`config.mk`:
```
export PLATFORM = sky130hd
export DESIGN_NAME = y86_alu_cc
export DESIGN_NICKNAME = d
export VERILOG_FILES = /design/src/rtl/y86_alu_pkg.sv /design/src/rtl/y86_cond_eval.sv /design/src/rtl/y86_alu_cc.sv
export SDC_FILE = /design/constraint.sdc
export NUM_CORES = 1
export LEC_CHECK = 0
export ABC_AREA = 1
export CAP_MARGIN = 25
export CELL_PAD_IN_SITES_DETAIL_PLACEMENT = 1
export CELL_PAD_IN_SITES_GLOBAL_PLACEMENT = 1
export CORE_MARGIN = 4
export CORE_UTILIZATION = 40
export CTS_BUF_LIST = sky130_fd_sc_hd__clkbuf_8
export DETAILED_ROUTE_END_ITERATION = 10
export DONT_BUFFER_PORTS = 1
export HOLD_SLACK_MARGIN = 0.03
export PLACE_DENSITY_LB_ADDON = 0.1
export SYNTH_ARGS = -nofsm -noshare
export SYNTH_HDL_FRONTEND = slang
export SYNTH_SLANG_ARGS = --single-unit
```
`constraint.sdc`:
```
create_clock -name clk -period 2.5 [get_ports clk]
set_input_delay 0.5 -clock clk [delete_from_list [all_inputs] [get_ports clk]]
set_output_delay 0.5 -clock clk [all_outputs]
set_load 0.1 [all_outputs]
```
`src/rtl/y86_alu_pkg.sv`:
```
// y86_alu_pkg: shared ALU function codes, condition codes and CC bit layout
package y86_alu_pkg;
  localparam logic [1:0] ALU_ADD = 2'b00;
  localparam logic [1:0] ALU_SUB = 2'b01;
  localparam logic [1:0] ALU_AND = 2'b10;
  localparam logic [1:0] ALU_XOR = 2'b11;
  localparam logic [3:0] COND_ALWAYS = 4'd0;
  localparam logic [3:0] COND_LE = 4'd1;
  localparam logic [3:0] COND_L = 4'd2;
  localparam logic [3:0] COND_E = 4'd3;
  localparam logic [3:0] COND_NE = 4'd4;
  localparam logic [3:0] COND_GE = 4'd5;
  localparam logic [3:0] COND_G = 4'd6;
  localparam int ZF_BIT = 2;
  localparam int SF_BIT = 1;
  localparam int OF_BIT = 0;
  localparam logic [2:0] CC_RESET = 3'b100;
  typedef enum logic {EMPTY, FULL} occ_e;
endpackage

```
`src/rtl/y86_cond_eval.sv`:
```
// y86_cond_eval: evaluates a jXX/cmovXX condition against a CC value
module y86_cond_eval
  import y86_alu_pkg::*;
(
  input  logic [2:0] cc,
  input  logic [3:0] cond_fn,
  output logic       cnd,
  output logic       bad_cond
);
  logic zf, x;
  assign zf = cc[ZF_BIT];
  assign x = cc[SF_BIT] ^ cc[OF_BIT];
  // condition table; unknown codes evaluate false and raise bad_cond
  always_comb begin
    bad_cond = cond_fn > COND_G;
    cnd = cond_fn == COND_ALWAYS ? 1'b1 :
          cond_fn == COND_LE     ? x | zf :
          cond_fn == COND_L      ? x :
          cond_fn == COND_E      ? zf :
          cond_fn == COND_NE     ? !zf :
          cond_fn == COND_GE     ? !x :
          cond_fn == COND_G      ? !x && !zf : 1'b0;
  end
endmodule

```
`src/rtl/y86_alu_cc.sv`:
```
// y86_alu_cc: Y-86 execute ALU with condition-code register and registered handshake output
module y86_alu_cc
  import y86_alu_pkg::*;
#(
  parameter int WIDTH = 64
) (
  input  logic             clk,
  input  logic             rst,
  input  logic             in_valid,
  output logic             in_ready,
  input  logic [1:0]       alu_fun,
  input  logic [WIDTH-1:0] alu_a,
  input  logic [WIDTH-1:0] alu_b,
  input  logic             set_cc,
  input  logic [3:0]       cond_fn,
  output logic             out_valid,
  input  logic             out_ready,
  output logic [WIDTH-1:0] val_e,
  output logic             cnd,
  output logic             bad_cond,
  output logic [2:0]       cc_out
);
  localparam int MSB = WIDTH - 1;
  occ_e state;
  logic [WIDTH-1:0] r;
  logic of, accept, c, bad;
  logic [2:0] cc, nf;
  assign out_valid = state == FULL;
  assign in_ready = !out_valid || out_ready;
  assign accept = in_valid && in_ready;
  assign cc_out = cc;
  // result and the flags it would produce; carry-out is intentionally dropped
  always_comb begin
    r = alu_fun == ALU_ADD ? alu_b + alu_a :
        alu_fun == ALU_SUB ? alu_b - alu_a :
        alu_fun == ALU_AND ? alu_b & alu_a : alu_b ^ alu_a;
    of = alu_fun == ALU_ADD ? (alu_a[MSB] == alu_b[MSB]) && (r[MSB] != alu_a[MSB]) :
         alu_fun == ALU_SUB ? (alu_a[MSB] != alu_b[MSB]) && (r[MSB] != alu_b[MSB]) : 1'b0;
    nf = '0;
    nf[ZF_BIT] = r == '0;
    nf[SF_BIT] = r[MSB];
    nf[OF_BIT] = of;
  end
  y86_cond_eval u_cond (
    .cc(cc),
    .cond_fn(cond_fn),
    .cnd(c),
    .bad_cond(bad)
  );
  // condition sees CC before this op's update; occupancy bit tracks EMPTY/FULL
  always_ff @(posedge clk) begin
    if (rst) begin
      state <= EMPTY;
      val_e <= '0;
      cnd <= 1'b0;
      bad_cond <= 1'b0;
      cc <= CC_RESET;
    end else begin
      if (accept) begin
        val_e <= r;
        cnd <= c;
        bad_cond <= bad;
        if (set_cc) cc <= nf;
      end
      state <= accept ? FULL : out_ready ? EMPTY : state;
    end
  end
endmodule

```
==> results.toml, run 1 <==
[status]
error_line = "[ERROR DPL-0033] detailed placement checks failed during check placement."
status = "aborted with a tool error"
lastStage = "clock tree synthesis"

[place]
post-dp-hpwl_mm = 92.6
routabilityCongestion = 1.17
io_buffers = 0
place_area_um2 = 22600

[logic_synthesis]
yosysTopAreaCellShare_pct = 26.1
async_reset_ff_share_pct = 0
postSynthAreaPerCell_um2 = 4.97
ys_top_cells_by_area = "nand2_1 26%, inv_1 16%, ha_1 9.8%"
yosysTopAreaCell = "nand2_1"
ys.flop_type = "dfxtp_1"
yosysSeqAreaShare_pct = 8.63
postSynthNetCount = 3533
synth_area_um2 = 16200
synth_cell_types = 46
yosys_warnings = 0
synth_edf_count = 0
ys_ff_latch = 70
syn_inst = 3265

[die]
start_util_pct = 40.7
ioPinCount = 210
die_width_um = 209
die_h_um = 209
rows = 73

[clock_network]
cts_max_level = 3
post_cts_resized = 820
clk_path_buf_depth = 2
cts_num_sinks = 70
cts_root_buf = "clkbuf_8"
postCtsSetupBuffers = 75
cts-buffers-inserted = 9
hold_buffers = 0
per-stage QoR:
step	hold slack [ns]	utilization (%)	setup WS, ns	setup TNS [ns]	std cells
after floorplan	0.655	-	0.0173	0	3265
after global placement	0.487	56.6	-0.996	-27.49	4504
after detailed placement	0.499	56.6	-1.15	-36.37	4505
cells by family after synthesis:
logic type      after synthesis  synth area share (%)
buf+inv                     788                  19.3
fa+ha+maj                   129                  10.0
flops                        70                  8.63
compound gates              415                  14.6
simple gates               1853                  46.9
xor+xnor                     10                 0.539
Yosys cell counts (all sizes together) (2+ instances only):
library cell,instances
dfxtp,70
a22oi,31
inv,682
nand2,1138
o211ai,28
and2,6
buf,71
nand3b,2
clkinv,4
o21bai,15
o2bb2ai,3
o221ai,16
a21oi,185
fa,2
o21a,2
nor2,356
nor3,35
nand3,256
nand4,48
ha,127
nor3b,2
o22ai,2
clkbuf,31
a21o,3
xor2,9
nor4,6
and3,3
o21ai,127
==> run 2, diff against run 1 <==
==> config.mk (replaced) <==
export PLATFORM = sky130hd
export DESIGN_NAME = y86_alu_cc
export DESIGN_NICKNAME = d
export VERILOG_FILES = /design/src/rtl/y86_alu_pkg.sv /design/src/rtl/y86_cond_eval.sv /design/src/rtl/y86_alu_cc.sv
export SDC_FILE = /design/constraint.sdc
export NUM_CORES = 1
export LEC_CHECK = 0
export ABC_AREA = 1
export CAP_MARGIN = 25
export CORE_MARGIN = 4
export CORE_UTILIZATION = 35
export DETAILED_ROUTE_END_ITERATION = 10
export DONT_BUFFER_PORTS = 1
export PLACE_DENSITY_LB_ADDON = 0.15
export SYNTH_ARGS = -nofsm -noshare
export SYNTH_HDL_FRONTEND = slang
export SYNTH_SLANG_ARGS = --single-unit
==> constraint.sdc (replaced) <==
create_clock -name clk -period 3.2 [get_ports clk]
set_input_delay 0.64 -clock clk [delete_from_list [all_inputs] [get_ports clk]]
set_output_delay 0.64 -clock clk [all_outputs]
set_load 0.1 [all_outputs]
==> results.toml, run 2 <==
[worst_setup_path]
r2r_setup_slack_ns = 1.01
path_max_fanout = 7
start_kind = "input pin"
crit_chain = "inv_1, ha_2, nand2_1, buf_4, inv_1, buf_4, nand3_1, nor2_1, and3_1, nand2_1, nand3_1, nand2_1, nand3_1, nand2_1, a21oi_2, nand2_1, nor2_1, nand2_1, nor2_1, nand3_1, nand2_1"
r2r_end = "cc_out[2]"
rr_startpoint = "out_valid"
cpLargestDelayFamily = "simple AND/OR/NAND/NOR gates"
r2r_cells = 15
cp_slowest_stage_delay_ns = 0.50
worst-endpoint-required_ns = 3.48
end_kind = "flip-flop"
worst_ep_arrival_time_ns = 3.39
setup.worst_path.class = "in -> reg"
path_common_cell = "nand2_1"
worst_path_max_delay_cell = "ha_2"
crit_buf_inv = 4

[routing]
dr.first_iter.drc_count = 2622
first_pass_iters = 8
wirelength_mm = 92.0
via_per_inst = 5.21
postRouteAntennaNets = 0
wire_per_inst_um = 20.8
num_vias = 23100
route.detailed.drc = 0

[cells_and_area]
final_common_cell = "nand2_1"
largest_register_ffs = 64
fin_util_pct = 48.9
drive_gt1_share_pct = 22.3
area_growth_pct = 37.3
nets = 4092
largest-register = "val_e"
final_cell_area_um2 = 22300
final_cell_mix = "1102 x nand2_1, 672 x inv_1, 634 x buf_4, 300 x nor2_1, 235 x nand3_1"
antenna_cells = 0

[logic_synthesis]
ys_top_cells_by_area = "nand2_1 26%, inv_1 16%, ha_1 9.8%"
syn_inst = 3265
synth_edf_count = 0
yosysTopAreaCellShare_pct = 26.1
yosysTopAreaCell = "nand2_1"
yosysSeqAreaShare_pct = 8.63
synth_cell_types = 46
postSynthAreaPerCell_um2 = 4.97
synth_commonest_cells = "1129 x nand2_1, 673 x inv_1, 336 x nor2_1"
yosys_warnings = 0
postSynthNetCount = 3533
async_reset_ff_share_pct = 0
yosysMostFrequentCell = "nand2_1"
ys.flop_type = "dfxtp_1"
synth_area_um2 = 16200
ys_ff_latch = 70

[die]
die_width_um = 223
ioPinCount = 210
start_util_pct = 35.6
rows = 78
die_h_um = 223
dieArea_um2 = 49900
coreArea_um2 = 45600

[place]
dp_slack_ns = -0.419
io_buffers = 0
post-dp-hpwl_mm = 79.6
routabilityCongestion = 1.07
place_area_um2 = 21500

[clock_network]
clk_path_buf_depth = 2
cts-buffers-inserted = 9
insertion_delay_ns = 0.33
cts_root_buf = "clkbuf_16"
cts_num_sinks = 70
clk_pin_slew_worst_paths_ns = 0.06
cts_max_level = 3
hold_buffers = 0
cts_tree = "yes"

[power_and_ir_drop]
p_int_uw = 3210
seqPwrFrac_pct = 23.0
swShare_pct = 53.2
power.leakage_uw = 0.0131
p_switching_uw = 3650
p_per_area_nw_per_um2 = 307
comb_power_share_pct = 63.4
vdd_ir_drop_max_v = 0.000471
clock_power_share_pct = 13.7

[timing]
worst_clock_skew_ns = 0.00571
tns_ns = 0
relSlewSlack_pct = 29.4
worst_pin_slew_ns = 1.06
period_needed_ns = 3.12
rsz0062_at_grt = "yes"
hold_slack_ns = 0.377
setup_slack_ns = 0.0849
finalCritPeriodShare_pct = 97.3
setup_viol = 0
slew_viol_final = 0
fmax_mhz = 321
final_hold_viol_count = 0

[grt]
grt_pass1_vias = 21700
grt_pass1_wl_mm = 133
grt_usage_pct = 35.1
grt_max_degree = 60
antenna_found_initial = 1
grt.overflow.total = 0

[hold_path]
whs_path_depth = 1
whs_endpoint = "out_valid"
hp-class = "in -> reg"
hp-start = "rst"

[status]
status = "finished clean"

[job]
maxCapViolCount = 0
run 2: cell counts after synthesis:
No cell type changed its count.
run 2: layout make-up:
| cell class | instances | area, µm² |
|---|---|---|
| fillers | 5095 | 23300 |
| multi-input cells | 2407 | 12200 |
| repair buffers | 650 | 5080 |
| inverters | 686 | 2570 |
| flip-flops and latches | 70 | 1400 |
| well taps | 600 | 751 |
| clock buffers | 9 | 225 |
| clock inverters | 7 | 56.3 |
run 2: layer usage:
layer | track usage, % | share of wire [%] | up-vias
met5 | 0 | 0 | -
met4 | 8.79 | 2.8 | 0
met3 | 5.41 | 11 | 112
met2 | 53.7 | 41 | 1170
met1 | 51.4 | 45 | 10600
li1 | - | - | 11200
run 2: what timing repair did:
| item | CTS | global route |
|---|---|---|
| endpoints found under the setup margin | 2 | 21 |
| pin swaps | 0 | 6 |
| setup buffers | 0 | 1 |
| resized for setup | 3 | 140 |
run 2: power groups by stage:
stage	registers [µW]	logic [µW]	clock network [µW]
after global routing	1580	4670	986
after CTS	1570	4120	949
final	1570	4340	937
after detailed placement	1590	4100	0
after floorplan	1590	2000	0
after global placement	1590	4080	0
run 2: worst max path at each step:
| stage | end | depth (start not counted) | from | slack, ns |
|---|---|---|---|---|
| 5_1_grt | cc_out[2] | 22 | alu_a[8] | -0.07 |
| 2_1_floorplan | cc_out[2] | 22 | alu_b[0] | 0.50 |
| 6_report | cc_out[2] | 21 | alu_a[48] | 0.08 |
| 4_1_cts | val_e[60] | 22 | alu_a[7] | 0.003 |
| 3_3_place_gp | cc_out[2] | 20 | alu_a[47] | -0.52 |
| 3_5_place_dp | cc_out[2] | 20 | alu_a[47] | -0.42 |
run 2: through the flow:
stage	total power, µW	std cells
final	6850	4429
after floorplan	3580	3265
after detailed placement	5690	4412
after global routing	7240	4429
after CTS	6640	4428
after global placement	5670	4412
run 2: cells by family (layout without fill, tap and decap cells):
group           after synthesis  after routing  share of synthesized area, %
flops                        70             70                          8.63
simple gates               1853           1853                          46.9
compound gates              415            415                          14.6
fa+ha+maj                   129            129                          10.0
xor+xnor                     10             10                         0.539
buf+inv                     788           1352                          19.3
run 2: worst reg2reg max path: cells and delay by family, from the launching register on:
family | cells | cell delay, ns
flops | 1 | 0.34
compound gates | 1 | 0.17
simple gates | 14 | 1.63
(Power assumes the default switching activity.)
